## config.mk

```make
export PLATFORM = sky130hd
export DESIGN_NAME = pkt_rx_parser
export DESIGN_NICKNAME = d
export VERILOG_FILES = /design/src/rtl/pkt_rx_parser.sv
export SDC_FILE = /design/constraint.sdc
export NUM_CORES = 1
export LEC_CHECK = 0
export ABC_AREA = 1
export CORE_MARGIN = 3
export CORE_UTILIZATION = 30
export CTS_BUF_LIST = sky130_fd_sc_hd__clkbuf_4 sky130_fd_sc_hd__clkbuf_8
export DETAILED_ROUTE_END_ITERATION = 10
export SYNTH_ARGS = -nofsm -noshare
export SYNTH_HDL_FRONTEND = slang
export SYNTH_SLANG_ARGS = --single-unit
```

## constraint.sdc

```tcl
create_clock -name clk -period 2.04 [get_ports clk]
set_clock_uncertainty 0.1 [all_clocks]
set_input_delay 0.306 -clock clk [delete_from_list [all_inputs] [get_ports clk]]
set_output_delay 0.306 -clock clk [all_outputs]
set_load 0.01 [all_outputs]
```

## src/rtl/pkt_rx_parser.sv

```systemverilog
// pkt_rx_parser: address-filtering packet parser writing delimiter-terminated payloads to the port FIFO; PKT_RX_STATS_EN adds saturating counters
module pkt_rx_parser #(
  parameter int W_WIDTH = 8,
  parameter int MAX_LEN = 16
) (
  input  logic               clk,
  input  logic               rst,
  input  logic               sw_en,
  input  logic [W_WIDTH-1:0] local_addr,
  input  logic [W_WIDTH-1:0] port_in,
  input  logic               fifo_full,
  output logic               wr_en,
  output logic [W_WIDTH-1:0] wr_data,
  output logic [W_WIDTH-1:0] pkt_addr,
  output logic               pkt_done,
  output logic               pkt_drop,
  output logic               pkt_err,
  output logic [15:0]        good_cnt,
  output logic [15:0]        drop_cnt
);
  localparam logic [W_WIDTH-1:0] SOF = W_WIDTH'(8'hFF);
  localparam logic [W_WIDTH-1:0] DELIM = W_WIDTH'(8'h55);
  typedef enum logic [2:0] {IDLE, ADDR, PAYLOAD, TERM, DISCARD} state_t;
  state_t state, state_nx;
  logic [7:0] len;
  logic saw_delim, done_nx, drop_nx, err_nx;
  logic is_delim, len_max;
  assign is_delim = port_in == DELIM;
  assign len_max = len == 8'(MAX_LEN);
  always_comb begin
    state_nx = state;
    wr_en = 1'b0;
    wr_data = port_in;
    done_nx = 1'b0;
    drop_nx = 1'b0;
    err_nx = 1'b0;
    unique case (state)
      IDLE: state_nx = (sw_en && port_in == SOF) ? ADDR : IDLE;
      ADDR: begin
        drop_nx = port_in != local_addr;
        state_nx = drop_nx ? DISCARD : PAYLOAD;
      end
      PAYLOAD: begin
        if (fifo_full || (!is_delim && len_max)) begin
          err_nx = 1'b1;
          state_nx = TERM;
        end else begin
          wr_en = 1'b1;
          done_nx = is_delim;
          state_nx = is_delim ? IDLE : PAYLOAD;
        end
      end
      TERM: begin
        wr_en = !fifo_full;
        wr_data = DELIM;
        state_nx = fifo_full ? TERM : (saw_delim || is_delim) ? IDLE : DISCARD;
      end
      DISCARD: state_nx = is_delim ? IDLE : DISCARD;
      default: state_nx = IDLE;
    endcase
    if (rst) wr_en = 1'b0;
  end
  always_ff @(posedge clk) begin
    if (rst) begin
      state <= IDLE;
      len <= '0;
      saw_delim <= 1'b0;
      pkt_addr <= '0;
      pkt_done <= 1'b0;
      pkt_drop <= 1'b0;
      pkt_err <= 1'b0;
    end else begin
      state <= state_nx;
      pkt_done <= done_nx;
      pkt_drop <= drop_nx;
      pkt_err <= err_nx;
      if (state == ADDR) begin
        pkt_addr <= port_in;
        len <= '0;
      end
      if (state == PAYLOAD && wr_en && !is_delim) len <= len + 8'd1;
      if (state == PAYLOAD && err_nx) saw_delim <= fifo_full && is_delim;
      else if (state == TERM && is_delim) saw_delim <= 1'b1;
    end
  end
`ifdef PKT_RX_STATS_EN
  always_ff @(posedge clk) begin
    if (rst) begin
      good_cnt <= '0;
      drop_cnt <= '0;
    end else begin
      if (done_nx && good_cnt != 16'hFFFF) good_cnt <= good_cnt + 16'd1;
      if ((drop_nx || err_nx) && drop_cnt != 16'hFFFF) drop_cnt <= drop_cnt + 16'd1;
    end
  end
`else
  assign good_cnt = '0;
  assign drop_cnt = '0;
`endif
endmodule

```

---- After elaboration in Yosys (flattened, before gate mapping) ----
Index checks and enable logic that the tools add are counted.
word-level totals
  bits of input ports ..................... 20
  flip-flop bits (word level) ............. 23
  logic and storage cells ................. 52
cells by class
  mux-type cells .......................... 18
  equality and inequality tests ........... 8
  reduce and logical (&&, ||, !) cells .... 16
  add/sub/neg operators ................... 1
  bitwise gates (word level) .............. 2
operator list
  kind                 count
  $mux 8               3
  $pmux 3 s5           1
  $mux 3               4
  $add 8x1->8 const B  1
  $eq 8x5->1 const B   1
  $eq 8x7->1 const B   1
  $eq 8x8->1 const B   1
  $ne 8x8->1           1
  $logic_and 1x1->1    7
  $mux 1               7
  $eq 3x2->1 const B   2
  $mux 2               2
  $reduce_bool 2->1    2
  $eq 3x1->1 const B   1
  $eq 3x3->1 const B   1
  $logic_not 3->1      1
  $reduce_or 3->1      1
  $logic_not 1->1      2
  $logic_or 1x1->1     2
  $not 1->1            2
  $pmux 1 s2           1
  $reduce_or 2->1      1

---- Longest topological paths before layout ----
  word-level depth ........................ 10
  mapped depth ............................ 9

---- Worst setup path after synthesis ----
OpenSTA, ideal clock, no wires.
  path type ............................... register to output
  from .................................... register state[1]
  to ...................................... output port wr_en
  stages on the path, launching flop included .. 5
  required time ........................... 1634 ps
  path buffers ............................ 0
  setup slack ............................. 591 ps
  arrival ................................. 1043 ps
  cells stage by stage .................... dfxtp_1 -> nand2_1 -> nor2_4 -> nand2_1 -> o21ai_0
on the way
  longest elaborated chain between the ends .. 3
  elaborated cells between the ends (all ways) .. 4
  classes of those cells .................. 2 x eq/ne; 2 x mux
RTL lines
  what                      RTL line  source
  start: declaration        24        state_t state, state_nx;
  start signal: assignment  73        state <= state_nx;
  $eq 3x2->1                37        unique case (state)
  $pmux 1 s2 (*)            37
  $mux 1 (*)                61        if (rst) wr_en = 1'b0;
  end: declaration          12        output logic wr_en,
Mark *: on every way between the ends. The rest lies on a longest branch, timed or not.

---- Final worst setup path ----
  from .................................... register state[2]
  to ...................................... output port wr_data[4]
on the way
  longest elaborated chain between the ends .. 2
RTL lines
  what              RTL line  source
  $eq 3x2->1        37
  $mux 8            37
  end: declaration  13        output logic [W_WIDTH-1:0] wr_data,
No other way between the ends.

==> impl_metrics.py <==
metrics = {
    "clock_tree": {
        "cts-root-buf": "clkbuf_8",
        "cts_tree": "built",
        "clkSinkCount": 23,
        "clk_pin_slew_worst_paths_ps": 90,
        "clk_latency_ps": 260,
        "h-tree-depth": 1,
        "numCtsBuffers": 3,
        "holdBufCountCts": 0,
        "cts.path.max_buffers": 2,
    },
    "logic_synthesis": {
        "syn_avg_cell_area_sq_um": 7.01,
        "ys_seq_area_frac": 0.290,
        "syn-cell-area_sq_um": 1590,
        "synth_warnings": 0,
        "yosysUniqueCellTypes": 28,
        "synthCells": 226,
        "yosys_register_bits": 23,
    },
    "setup_path": {
        "arrival_ps": 1560,
        "cpLargestDelayFamily": "buffers and inverters",
        "critical_path_depth": 6,
        "slowest_stage": "dfxtp_4",
        "critPathRequiredTime_ps": 1630,
        "r2r-end": "state[2]$_SDFF_PP0_",
        "start_kind": "flip-flop",
        "slowest_delay_ps": 380,
        "rr_worst_depth": 10,
        "rrSetupSlack_ps": 460,
        "crit_fanout": 4,
        "path_cells": "inv_2, nand2_1, nor2_4, buf_12, or2_2, dlygate4sd2_1",
        "crit_path_end_kind": "output pin",
        "worstPathBufferInverterCount": 3,
        "r2r_start": "state[2]$_SDFF_PP0_",
        "worstSetupPathType": "flip-flop to output pin",
    },
    "power_and_ir_drop": {
        "powerDensity_nw_per_um2": 416,
        "leakage_nw": 0.951,
        "p_int_w": 0.000677,
        "p_sw_w": 0.000238,
        "swShare": 0.261,
        "p_clk_frac": 0.334,
        "pwr-share-comb": 0.177,
        "p_seq_frac": 0.489,
        "peakVddDrop_mv": 0.222,
    },
    "finish": {
        "layout.nets": 316,
        "area_growth_pct": 38.9,
        "n_antenna_cell": 0,
        "design_area_sq_um": 2200,
        "nFillCells": 511,
        "drive_gt1_frac": 0.218,
    },
    "min_path": {
        "holdPathStages": 3,
        "min_delay_worst_endpoint": "pkt_addr[2]$_SDFFE_PP0P_",
        "hold_class": "primary input to flip-flop",
        "hold_start": "port_in[2]",
    },
    "detailed_routing": {
        "ant_nets": 0,
        "drtIter0Drc": 54,
        "routed_wl_um": 3950,
        "vias_per_cell": 4.28,
        "via_count": 1539,
        "wl_per_cell_um": 11.0,
        "drc": 0,
        "firstDrtPassIters": 4,
    },
    "floorplanning": {
        "initial_core_util": 0.323,
        "dieHeight_um": 78.7,
        "ios": 72,
        "core_area_sq_um": 4910,
        "die-area_sq_um": 6190,
        "die_x_um": 78.7,
        "rows": 25,
    },
    "sta": {
        "final_max_slew_viol_count": 0,
        "min_period_over_period": 0.962,
        "min_period_ps": 1960,
        "rsz0062_at_grt": "false",
        "layout_setup_ws_ps": 76.7,
        "setup_viol": 0,
        "finalSetupTns_ps": 0,
        "fmax_mhz": 509,
        "final-hold-violation-count": 0,
    },
    "place": {
        "io_buffers": 39,
        "dp_hpwl_um": 3140,
        "place_congestion": 0.877,
        "postPlaceCellArea_sq_um": 2110,
        "place_ws_ps": -391,
    },
    "grt": {
        "track_usage": 0.128,
        "grt_pass1_vias": 1462,
        "grt_pass1_wl_um": 6530,
        "grt_max_degree": 13,
        "antenna_found_initial": 0,
        "grt_overflow": 0,
    },
    "outcome": {
        "run_status": "finished, final reports clean",
    },
    "job": {
        "maxCapViolations": 0,
    },
}
## Yosys cell counts
cell type   n  area [sq um]
a21oi_1    12          60.1
a21oi_2     7          61.3
a31oi_1     1          6.26
buf_4      33           248
clkbuf_1    1          3.75
clkbuf_2    1          5.00
clkinv_4    1          8.76
conb_1      1          3.75
dfxtp_1    23           460
ha_1        2          25.0
inv_1      20          75.1
inv_2       4          15.0
nand2_1    39           146
nand2_2     2          12.5
nand3_1    14          70.1
nand3_2     1          10.0
nand4_1     3          18.8
nand4_4     1          21.3
nor2_1     26          97.6
nor2_4      2          22.5
nor3_1      3          15.0
nor3_4      1          16.3
o21ai_0    13          65.1
o21bai_1    1          7.51
o22ai_1     1          6.26
or2_2       4          25.0
xnor2_1     4          35.0
xor2_1      5          43.8
## metal layers
| layer | GRT usage | vias to the layer above | part of all wire |
|---|---|---|---|
| met4 | 0.0315 | 0 | 0 |
| met2 | 0.205 | 56 | 0.46 |
| met3 | 0.0238 | 0 | 0.060 |
| met5 | 0 | - | 0 |
| li1 | - | 784 | - |
| met1 | 0.178 | 699 | 0.48 |
## stage by stage
stage               hold WS [ps]  instances  utilization  power, W
floorplan                    341        257            -  0.000576
global route                 333        360        0.448  0.000956
detailed placement           405        353        0.429  0.000623
CTS                          420        359        0.444  0.000922
finish                       320        360        0.448  0.000915
global placement             396        353        0.429  0.000623
## layout by cell type (no fill, tap or decap), types with 2 or more instances in the layout
cell type        instances
inv_2                    6
a21oi_2                  7
ha_1                     2
dlygate4sd2_1            7
o21ai_0                 12
nand2_1                 37
xnor2_1                  4
nor3_1                   3
clkdlybuf4s50_1         29
buf_4                   27
clkbuf_8                 3
conb_1                  32
dfxtp_1                 21
xor2_1                   5
or2_2                    4
nor2_4                   3
nor2_1                  24
dlymetal6s2s_1           2
nand2_2                  4
nand4_1                  3
inv_1                   18
a21oi_1                 12
nand3_1                 14
## repair_timing
| action | 4_1_cts | 5_1_grt |
|---|---|---|
| buffers inserted | 2 | 1 |
| setup endpoints to repair | 8 | 4 |
| gates resized for setup | 12 | 13 |
| endpoints found under the hold margin | 0 | 0 |
| pin swaps | 1 | 2 |
## tightest hold or removal path: cells and delay by family
family / cells / cell delay, ps
AO/OA/AOI/OAI: 1 / 70
buffers and inverters: 2 / 260
## power groups by stage
stage	sequential, W	combinational, W	clock [W]
after floorplan	0.000460	0.000116	0
final	0.000448	0.000162	0.000305
after global placement	0.000460	0.000163	0
after detailed placement	0.000459	0.000164	0
after global routing	0.000448	0.000177	0.000331
after CTS	0.000449	0.000160	0.000313
## final cells by class
cell class	count	area, sq um	share of cell area
clock buffers	4	48.8	0.0222
repair buffers	67	604	0.274
flip-flops and latches	23	465	0.211
inverters	25	98.8	0.0449
multi-input cells	174	901	0.409
well taps	67	83.8	0.0381
## sequential cells by signal, summed over array words and instances (netlist names)
name,count
pkt_err,1
state,3
pkt_drop,1
len,8
pkt_addr,8
pkt_done,1
saw_delim,1
## kinds of logic after synthesis
| family | synth area share |
|---|---|
| and+or+nand+nor | 0.287 |
| xor gates and xnor gates | 0.0497 |
| adders and majority gates | 0.0158 |
| AOI/OAI and AO/OA | 0.130 |
| DFF | 0.290 |
| other | 0.00237 |
| buffers and inverters | 0.224 |
## how the worst max path moves through the flow
| stage | startpoint | end | slack [ps] |
|---|---|---|---|
| 3_3_place_gp | port_in[6] | wr_en | -360 |
| 3_5_place_dp | port_in[6] | wr_en | -390 |
| 5_1_grt | port_in[5] | wr_en | 2 |
| 6_report | state[2]$_SDFF_PP0_ | wr_data[4] | 80 |
| 2_1_floorplan | state[1]$_SDFF_PP0_ | wr_en | 590 |
| 4_1_cts | port_in[2] | wr_en | -60 |
Power figures use the tool's default switching activity.
